`src/rtl/sram_axi_bridge.sv`:
```
// Bridges the CPU's SRAM-like instruction and data ports onto one AXI4 master
// issuing single-beat transfers, with independent read and write engines.
//
// state  | meaning
// R_IDLE | no read in flight, may accept an inst or data read
// R_AR   | arvalid asserted, waiting for arready
// R_R    | rready asserted, waiting for the single read beat
// W_IDLE | no write in flight, may accept a data write
// W_REQ  | aw and w channels outstanding, each dropped after its handshake
// W_B    | bready asserted, waiting for the write response
module sram_axi_bridge (
  input  logic        clk,
  input  logic        reset,
  input  logic        inst_req,
  input  logic [1:0]  inst_size,
  input  logic [31:0] inst_addr,
  output logic        inst_addr_ok,
  output logic        inst_data_ok,
  output logic [31:0] inst_rdata,
  input  logic        data_req,
  input  logic        data_wr,
  input  logic [1:0]  data_size,
  input  logic [31:0] data_addr,
  input  logic [3:0]  data_wstrb,
  input  logic [31:0] data_wdata,
  output logic        data_addr_ok,
  output logic        data_data_ok,
  output logic [31:0] data_rdata,
  output logic [3:0]  arid,
  output logic [31:0] araddr,
  output logic [7:0]  arlen,
  output logic [2:0]  arsize,
  output logic [1:0]  arburst,
  output logic [1:0]  arlock,
  output logic [3:0]  arcache,
  output logic [2:0]  arprot,
  output logic        arvalid,
  input  logic        arready,
  input  logic [3:0]  rid,
  input  logic [31:0] rdata,
  input  logic        rvalid,
  output logic        rready,
  output logic [3:0]  awid,
  output logic [31:0] awaddr,
  output logic [7:0]  awlen,
  output logic [2:0]  awsize,
  output logic [1:0]  awburst,
  output logic [1:0]  awlock,
  output logic [3:0]  awcache,
  output logic [2:0]  awprot,
  output logic        awvalid,
  input  logic        awready,
  output logic [3:0]  wid,
  output logic [31:0] wdata,
  output logic [3:0]  wstrb,
  output logic        wlast,
  output logic        wvalid,
  input  logic        wready,
  input  logic        bvalid,
  output logic        bready
);

  typedef enum logic [1:0] {R_IDLE, R_AR, R_R} r_state_t;
  typedef enum logic [1:0] {W_IDLE, W_REQ, W_B} w_state_t;

  r_state_t r_state;
  w_state_t w_state;
  logic     inst_busy, data_busy;
  logic     aw_done, w_done;
  logic     inst_free, data_free;
  logic     data_rd_ok, data_wr_ok;
  logic     r_hs, b_hs, aw_hs, w_hs;

  assign arlen   = 8'd0;
  assign awlen   = 8'd0;
  assign arburst = 2'b01;
  assign awburst = 2'b01;
  assign arlock  = 2'd0;
  assign awlock  = 2'd0;
  assign arcache = 4'd0;
  assign awcache = 4'd0;
  assign arprot  = 3'd0;
  assign awprot  = 3'd0;
  assign awid    = 4'd1;
  assign wid     = 4'd1;
  assign wlast   = 1'b1;

  // A port frees up in the very cycle its data_ok pulse is visible.
  assign inst_free = !inst_busy || inst_data_ok;
  assign data_free = !data_busy || data_data_ok;

  assign data_rd_ok   = data_req && !data_wr && data_free && (r_state == R_IDLE);
  assign data_wr_ok   = data_req &&  data_wr && data_free && (w_state == W_IDLE);
  assign data_addr_ok = data_rd_ok || data_wr_ok;
  assign inst_addr_ok = inst_req && inst_free && (r_state == R_IDLE) && !data_rd_ok;

  assign r_hs  = rvalid && rready;
  assign b_hs  = bvalid && bready;
  assign aw_hs = awvalid && awready;
  assign w_hs  = wvalid && wready;

  always_ff @(posedge clk) begin
    if (reset) begin
      r_state <= R_IDLE;
      arvalid <= 1'b0;
      rready  <= 1'b0;
      arid    <= 4'd0;
      araddr  <= 32'd0;
      arsize  <= 3'd0;
    end else begin
      case (r_state)
        R_IDLE: if (data_rd_ok || inst_addr_ok) begin
          r_state <= R_AR;
          arvalid <= 1'b1;
          arid    <= data_rd_ok ? 4'd1 : 4'd0;
          araddr  <= data_rd_ok ? data_addr : inst_addr;
          arsize  <= {1'b0, data_rd_ok ? data_size : inst_size};
        end
        R_AR: if (arready) begin
          r_state <= R_R;
          arvalid <= 1'b0;
          rready  <= 1'b1;
        end
        R_R: if (rvalid) begin
          r_state <= R_IDLE;
          rready  <= 1'b0;
        end
        default: r_state <= R_IDLE;
      endcase
    end
  end

  always_ff @(posedge clk) begin
    if (reset) begin
      w_state <= W_IDLE;
      awvalid <= 1'b0;
      wvalid  <= 1'b0;
      bready  <= 1'b0;
      aw_done <= 1'b0;
      w_done  <= 1'b0;
      awaddr  <= 32'd0;
      awsize  <= 3'd0;
      wstrb   <= 4'd0;
      wdata   <= 32'd0;
    end else begin
      case (w_state)
        W_IDLE: if (data_wr_ok) begin
          w_state <= W_REQ;
          awvalid <= 1'b1;
          wvalid  <= 1'b1;
          aw_done <= 1'b0;
          w_done  <= 1'b0;
          awaddr  <= data_addr;
          awsize  <= {1'b0, data_size};
          wstrb   <= data_wstrb;
          wdata   <= data_wdata;
        end
        W_REQ: begin
          if (aw_hs) begin
            awvalid <= 1'b0;
            aw_done <= 1'b1;
          end
          if (w_hs) begin
            wvalid <= 1'b0;
            w_done <= 1'b1;
          end
          // Both channels may complete in the same cycle, in either order.
          if ((aw_done || aw_hs) && (w_done || w_hs)) begin
            w_state <= W_B;
            bready  <= 1'b1;
            aw_done <= 1'b0;
            w_done  <= 1'b0;
          end
        end
        W_B: if (bvalid) begin
          w_state <= W_IDLE;
          bready  <= 1'b0;
        end
        default: w_state <= W_IDLE;
      endcase
    end
  end

  always_ff @(posedge clk) begin
    if (reset) begin
      inst_data_ok <= 1'b0;
      data_data_ok <= 1'b0;
      inst_rdata   <= 32'd0;
      data_rdata   <= 32'd0;
      inst_busy    <= 1'b0;
      data_busy    <= 1'b0;
    end else begin
      inst_data_ok <= r_hs && (rid == 4'd0);
      data_data_ok <= (r_hs && (rid != 4'd0)) || b_hs;
      if (r_hs && (rid == 4'd0)) inst_rdata <= rdata;
      if (r_hs && (rid != 4'd0)) data_rdata <= rdata;
      if (inst_addr_ok)      inst_busy <= 1'b1;
      else if (inst_data_ok) inst_busy <= 1'b0;
      if (data_addr_ok)      data_busy <= 1'b1;
      else if (data_data_ok) data_busy <= 1'b0;
    end
  end

endmodule

```
`config.mk`:
```
export PLATFORM = sky130hd
export DESIGN_NAME = sram_axi_bridge
export DESIGN_NICKNAME = d
export VERILOG_FILES = /design/src/rtl/sram_axi_bridge.sv
export SDC_FILE = /design/constraint.sdc
export NUM_CORES = 1
export LEC_CHECK = 0
export BUFFER_PORTS_ARGS = -buffer_cell sky130_fd_sc_hd__buf_2
export CAP_MARGIN = 20
export CORE_AREA = 2 2 150 152
export CTS_CLUSTER_SIZE = 30
export DETAILED_ROUTE_END_ITERATION = 10
export DIE_AREA = 0 0 152 154
export HOLD_SLACK_MARGIN = 0.15
export PLACE_DENSITY = 0.66
export SLEW_MARGIN = 20
export SYNTH_ARGS = -nofsm -noshare
export SYNTH_HDL_FRONTEND = slang
export SYNTH_SLANG_ARGS = --single-unit
```
`constraint.sdc`:
```
create_clock -name clk -period 2.9 [get_ports clk]
set_input_delay 0.58 -clock clk [delete_from_list [all_inputs] [get_ports clk]]
set_output_delay 0.58 -clock clk [all_outputs]
set_load 0.05 [all_outputs]
```
# After elaboration in Yosys (flattened, before gate mapping)
# Cells that the tools add are included.
# totals
regBits,187
inputBits,150
# op_classes
reduce_logical,48
n_eq_ne,14
n_mux,36
# op_table
cell,n
$mux 32,1
$reduce_and 3->1,9
$mux 1,19
$logic_and 1x1->1,16
$mux 2,7
$ne 2x2->1 const B,7
$pmux 1 s2,7
$pmux 2 s3,2
$reduce_bool 2->1,6
$logic_or 1x1->1,7
$ne 3x3->1 const B,2
$eq 2x1->1 const B,2
$eq 2x2->1 const B,2
$logic_not 1->1,4
$logic_not 2->1,2
$logic_not 4->1,1
$reduce_and 2->1,2
$reduce_bool 4->1,1
$ne 2x1->1 const B,1

# Depth between registers and ports, before layout
# logic_depth
ltp_word,9
mapped_depth,6

# Worst setup path after synthesis
# Ideal clock, no wire load.
# synth_path
path_kind,flip-flop to output port
from,register data_data_ok
to,output port data_addr_ok
t_arrival_ns,1.728
setup_slack_ns,0.592
n_path_buf,1
path_stages_with_launch,5
path_cell_list,dfxtp_1 -> nand2b_1 -> nand4_1 -> clkbuf_1 -> nand2_1
# synth_via
elab_chain_len,4
word_cells_on_any_way,6
cone_classes,6 x reduce/logical
# synth_lines
element,line_no,source
start: declaration,27,"output logic data_data_ok,"
start signal: assignment,194,data_data_ok <= (r_hs && (rid != 4'd0)) || b_hs;
$logic_or 1x1->1 *,90,assign data_free = !data_busy || data_data_ok;
$logic_and 1x1->1 (on tied branches) (2 in series),"92, 93",
$logic_or 1x1->1 *,94,assign data_addr_ok = data_rd_ok || data_wr_ok;
end: declaration,26,"output logic data_addr_ok,"
# Every way passes the cells marked *; elsewhere a longest branch is shown, timed or not.

# Worst setup path after layout
# Ends and elaborated chain as after synthesis.

==> run summary <==
Slowest cell on crit path: dfxtp_1
Crit-path max cell delay: 0.36 ns
Hold path depth: 3
Clk buf depth: 2
CP bufs+invs: 1
Vias per cell: 4.65
Yosys top cell area share: 0.502
Flop pwr share: 0.428
First-iteration detailed-routing DRC count: 306
All-Layer GR Usage: 0.182
DRC viols: 0
Fin crit share: 0.780
Family with the most delay on the worst path: simple AND/OR/NAND/NOR gates
Largest net degree at the start of global routing: 81
Register bit count reported by yosys: 184
WP data arrival: 1.68 ns
Core Area: 21700 um^2
Drt wl/cell: 14.9 um
Hold_sp: data_wdata[7]
Final-report setup violation count: 0
Final cell count without fillers: 1488
Total Wirelength: 22.2 mm
Least-Margin Pin Slew: 0.914 ns
Cell area after layout: 9460 um^2
Share of layout cells above drive strength 1: 0.357
IO buf count: 327
Min-Delay Path Class: in -> reg
Power share of the combinational group: 0.217
Cts hold-fix bufs: 0
Synthesis-to-finish area growth: 29.0%
Initial antenna violation count: 0
Placed cells: 1457
Internal power: 4200 uW
Placed Area: 8890 um^2
Relative slew slack: 0.390
Vias: 6917
Die Footprint: 23400 um^2
Endpoint, Worst Hold: wdata[7]
CTS tree: built
H-tree Lvls: 4
Req. time, crit path: 2.32 ns
NumNets Final: 1346
PD cells: 681 nW/um^2
Worst Skew: 0.0114 ns
Largest cells by area after synthesis: dfxtp_1 50%, nand2_1 16%, a21oi_1 8.0%
Setup crit start kind: flip-flop
CP endpoint kind: primary output
Final hold vios: 0
Resized Gates After CTS: 0
Fmax: 442 MHz
Row count: 54
Syn Area/Cell: 8.10 um^2
N_diodes: 0
IO Count: 380
Die width: 152 um
Reg2reg setup slack: 0.97 ns
Worst-path fanout max: 6
First-pass GRT wire length: 34.7 mm
Sw power: 2240 uW
Final Max Tran Viols: 0
Status: finished clean
Final Wtd Congestion: 0.852
Clock Tree Root: clkbuf_16
CP cell instances: nand2b_1, nand4b_1, nand2_1, buf_2
Yosys warns: 0
Clock power frac: 0.355
Setup bufs post-CTS: 0
TritonCTS buffer count: 17
Cells after Synth: 906
Synth area leader: dfxtp_1
Antenna Violating Nets Remaining: 0
Worst Reg-to-Reg Cells: 5
Max Cap Violations: 0
Reg2reg start: data_data_ok
Distinct cells, synth: 33
Clk slew on worst S/H paths: 0.08 ns
Hold_ws: 0.390 ns
RSZ-0062 raised after global routing: no
Drt first pass iters: 5
Overflow after GRT: 0
Fill count: 2206
Switching Fraction: 0.348
Pleak: 0.00424 uW
Mapped Area: 7330 um^2
Tmin final: 2.26 ns
TNS Setup: 0 ns
Max rail drop VDD: 0.405 mV
Reg2reg end: arsize[1]
Detailed Place HPWL: 15.7 mm
CP Class: reg -> out
CTS sink cnt: 184
Worst skew pair latency: 0.42 ns
Initial Util: 0.338
Part of the Yosys area used for sequential elements: 0.502
Number of global-route vias before repair: 6440
Die height: 154 um
tightest hold or removal path, cell delays in order:
cell,delay [ns]
buf_2,0.09
nand2_1,0.04
a21oi_1,0.05
flip-flops by register name (all words and copies together) (netlist names), 2 cells and up:
name / cells
araddr: 32
inst_rdata: 32
r_state: 2
data_rdata: 32
awsize: 2
w_state: 2
wstrb: 4
arsize: 2
wdata: 32
awaddr: 32
placed cells by master (no fill, tap or decap), types with 17 or more instances in the layout:
cell type and instances:
a311oi_1 34, a21oi_1 117, clkbuf_16 17, nand2_2 29, conb_1 52, buf_2 326, a21oi_2 29, nand2_1 317
dfxtp_1 184, nor2_1 47
how the worst max path moves through the flow:
stage                 start  cells after the start             end
2_1_floorplan  data_data_ok                      4    data_addr_ok
3_3_place_gp         rid[1]                      5  data_rdata[31]
3_5_place_dp         rid[1]                      5  data_rdata[17]
4_1_cts        data_data_ok                      4    data_addr_ok
5_1_grt        data_data_ok                      4    data_addr_ok
6_report       data_data_ok                      4    data_addr_ok
cells by family (layout without fill, tap and decap cells):
logic type / Yosys count / count (layout) / synth area share
and+or+nand+nor: 414 / 414 / 0.234
buffers and inverters: 117 / 369 / 0.100
other: 2 / 52 / 0.00102
DFF: 184 / 184 / 0.502
AOI/OAI and AO/OA: 189 / 189 / 0.163
power groups by stage:
stage	clock network [uW]	logic (uW)	registers, uW
2_1_floorplan	0	608	3290
3_3_place_gp	0	1390	2810
3_5_place_dp	0	1400	2820
4_1_cts	2360	1400	2760
5_1_grt	2460	1490	2770
6_report	2290	1400	2760
per-layer routing:
layer	GRT usage	wire, um	share of wire
met4	0.0458	269	0.012
met5	0	0	0
met1	0.229	9410	0.42
met3	0.0648	2050	0.092
met2	0.299	10500	0.47
final cells by class:
class	count	area, um^2	share of cell area
Clock inverter	13	140	0.0148
Multi-Input combinational cell	655	3110	0.328
Tap cell	280	350	0.0370
Timing Repair Buffer	335	1740	0.184
Clock buffer	18	429	0.0454
Sequential cell	184	3680	0.389
Inverter	3	11.3	0.00119
stage by stage:
step / power (uW) / util / setup WS (ns)
2_1_floorplan: 3900 / - / 0.592
3_3_place_gp: 4210 / 0.410 / 0.815
3_5_place_dp: 4220 / 0.410 / 0.795
4_1_cts: 6520 / 0.436 / 0.601
5_1_grt: 6720 / 0.436 / 0.465
6_report: 6440 / 0.436 / 0.639
synthesized netlist by cell type:
cell type    n
a31oi_1      5
nand3_2      1
or4_4        1
nor2_2       1
o21a_1       2
buf_2       16
and4_1       1
nand2_1    317
buf_1        4
a311oi_1    34
dfxtp_1    184
o21ai_0      2
nor2b_1      1
inv_1        3
or3b_2       1
buf_4       55
nand3_4      1
a21oi_1    117
nor4_1       2
nand2b_1     3
nand4b_1     1
nor3_1       3
nand3_1      1
buf_6        3
nor2_1      48
nor2_8       1
and3_1       1
a21oi_2     29
conb_1       2
clkbuf_1    33
nand2_2     29
buf_12       3
nand4_1      1
(Power assumes the default switching activity.)
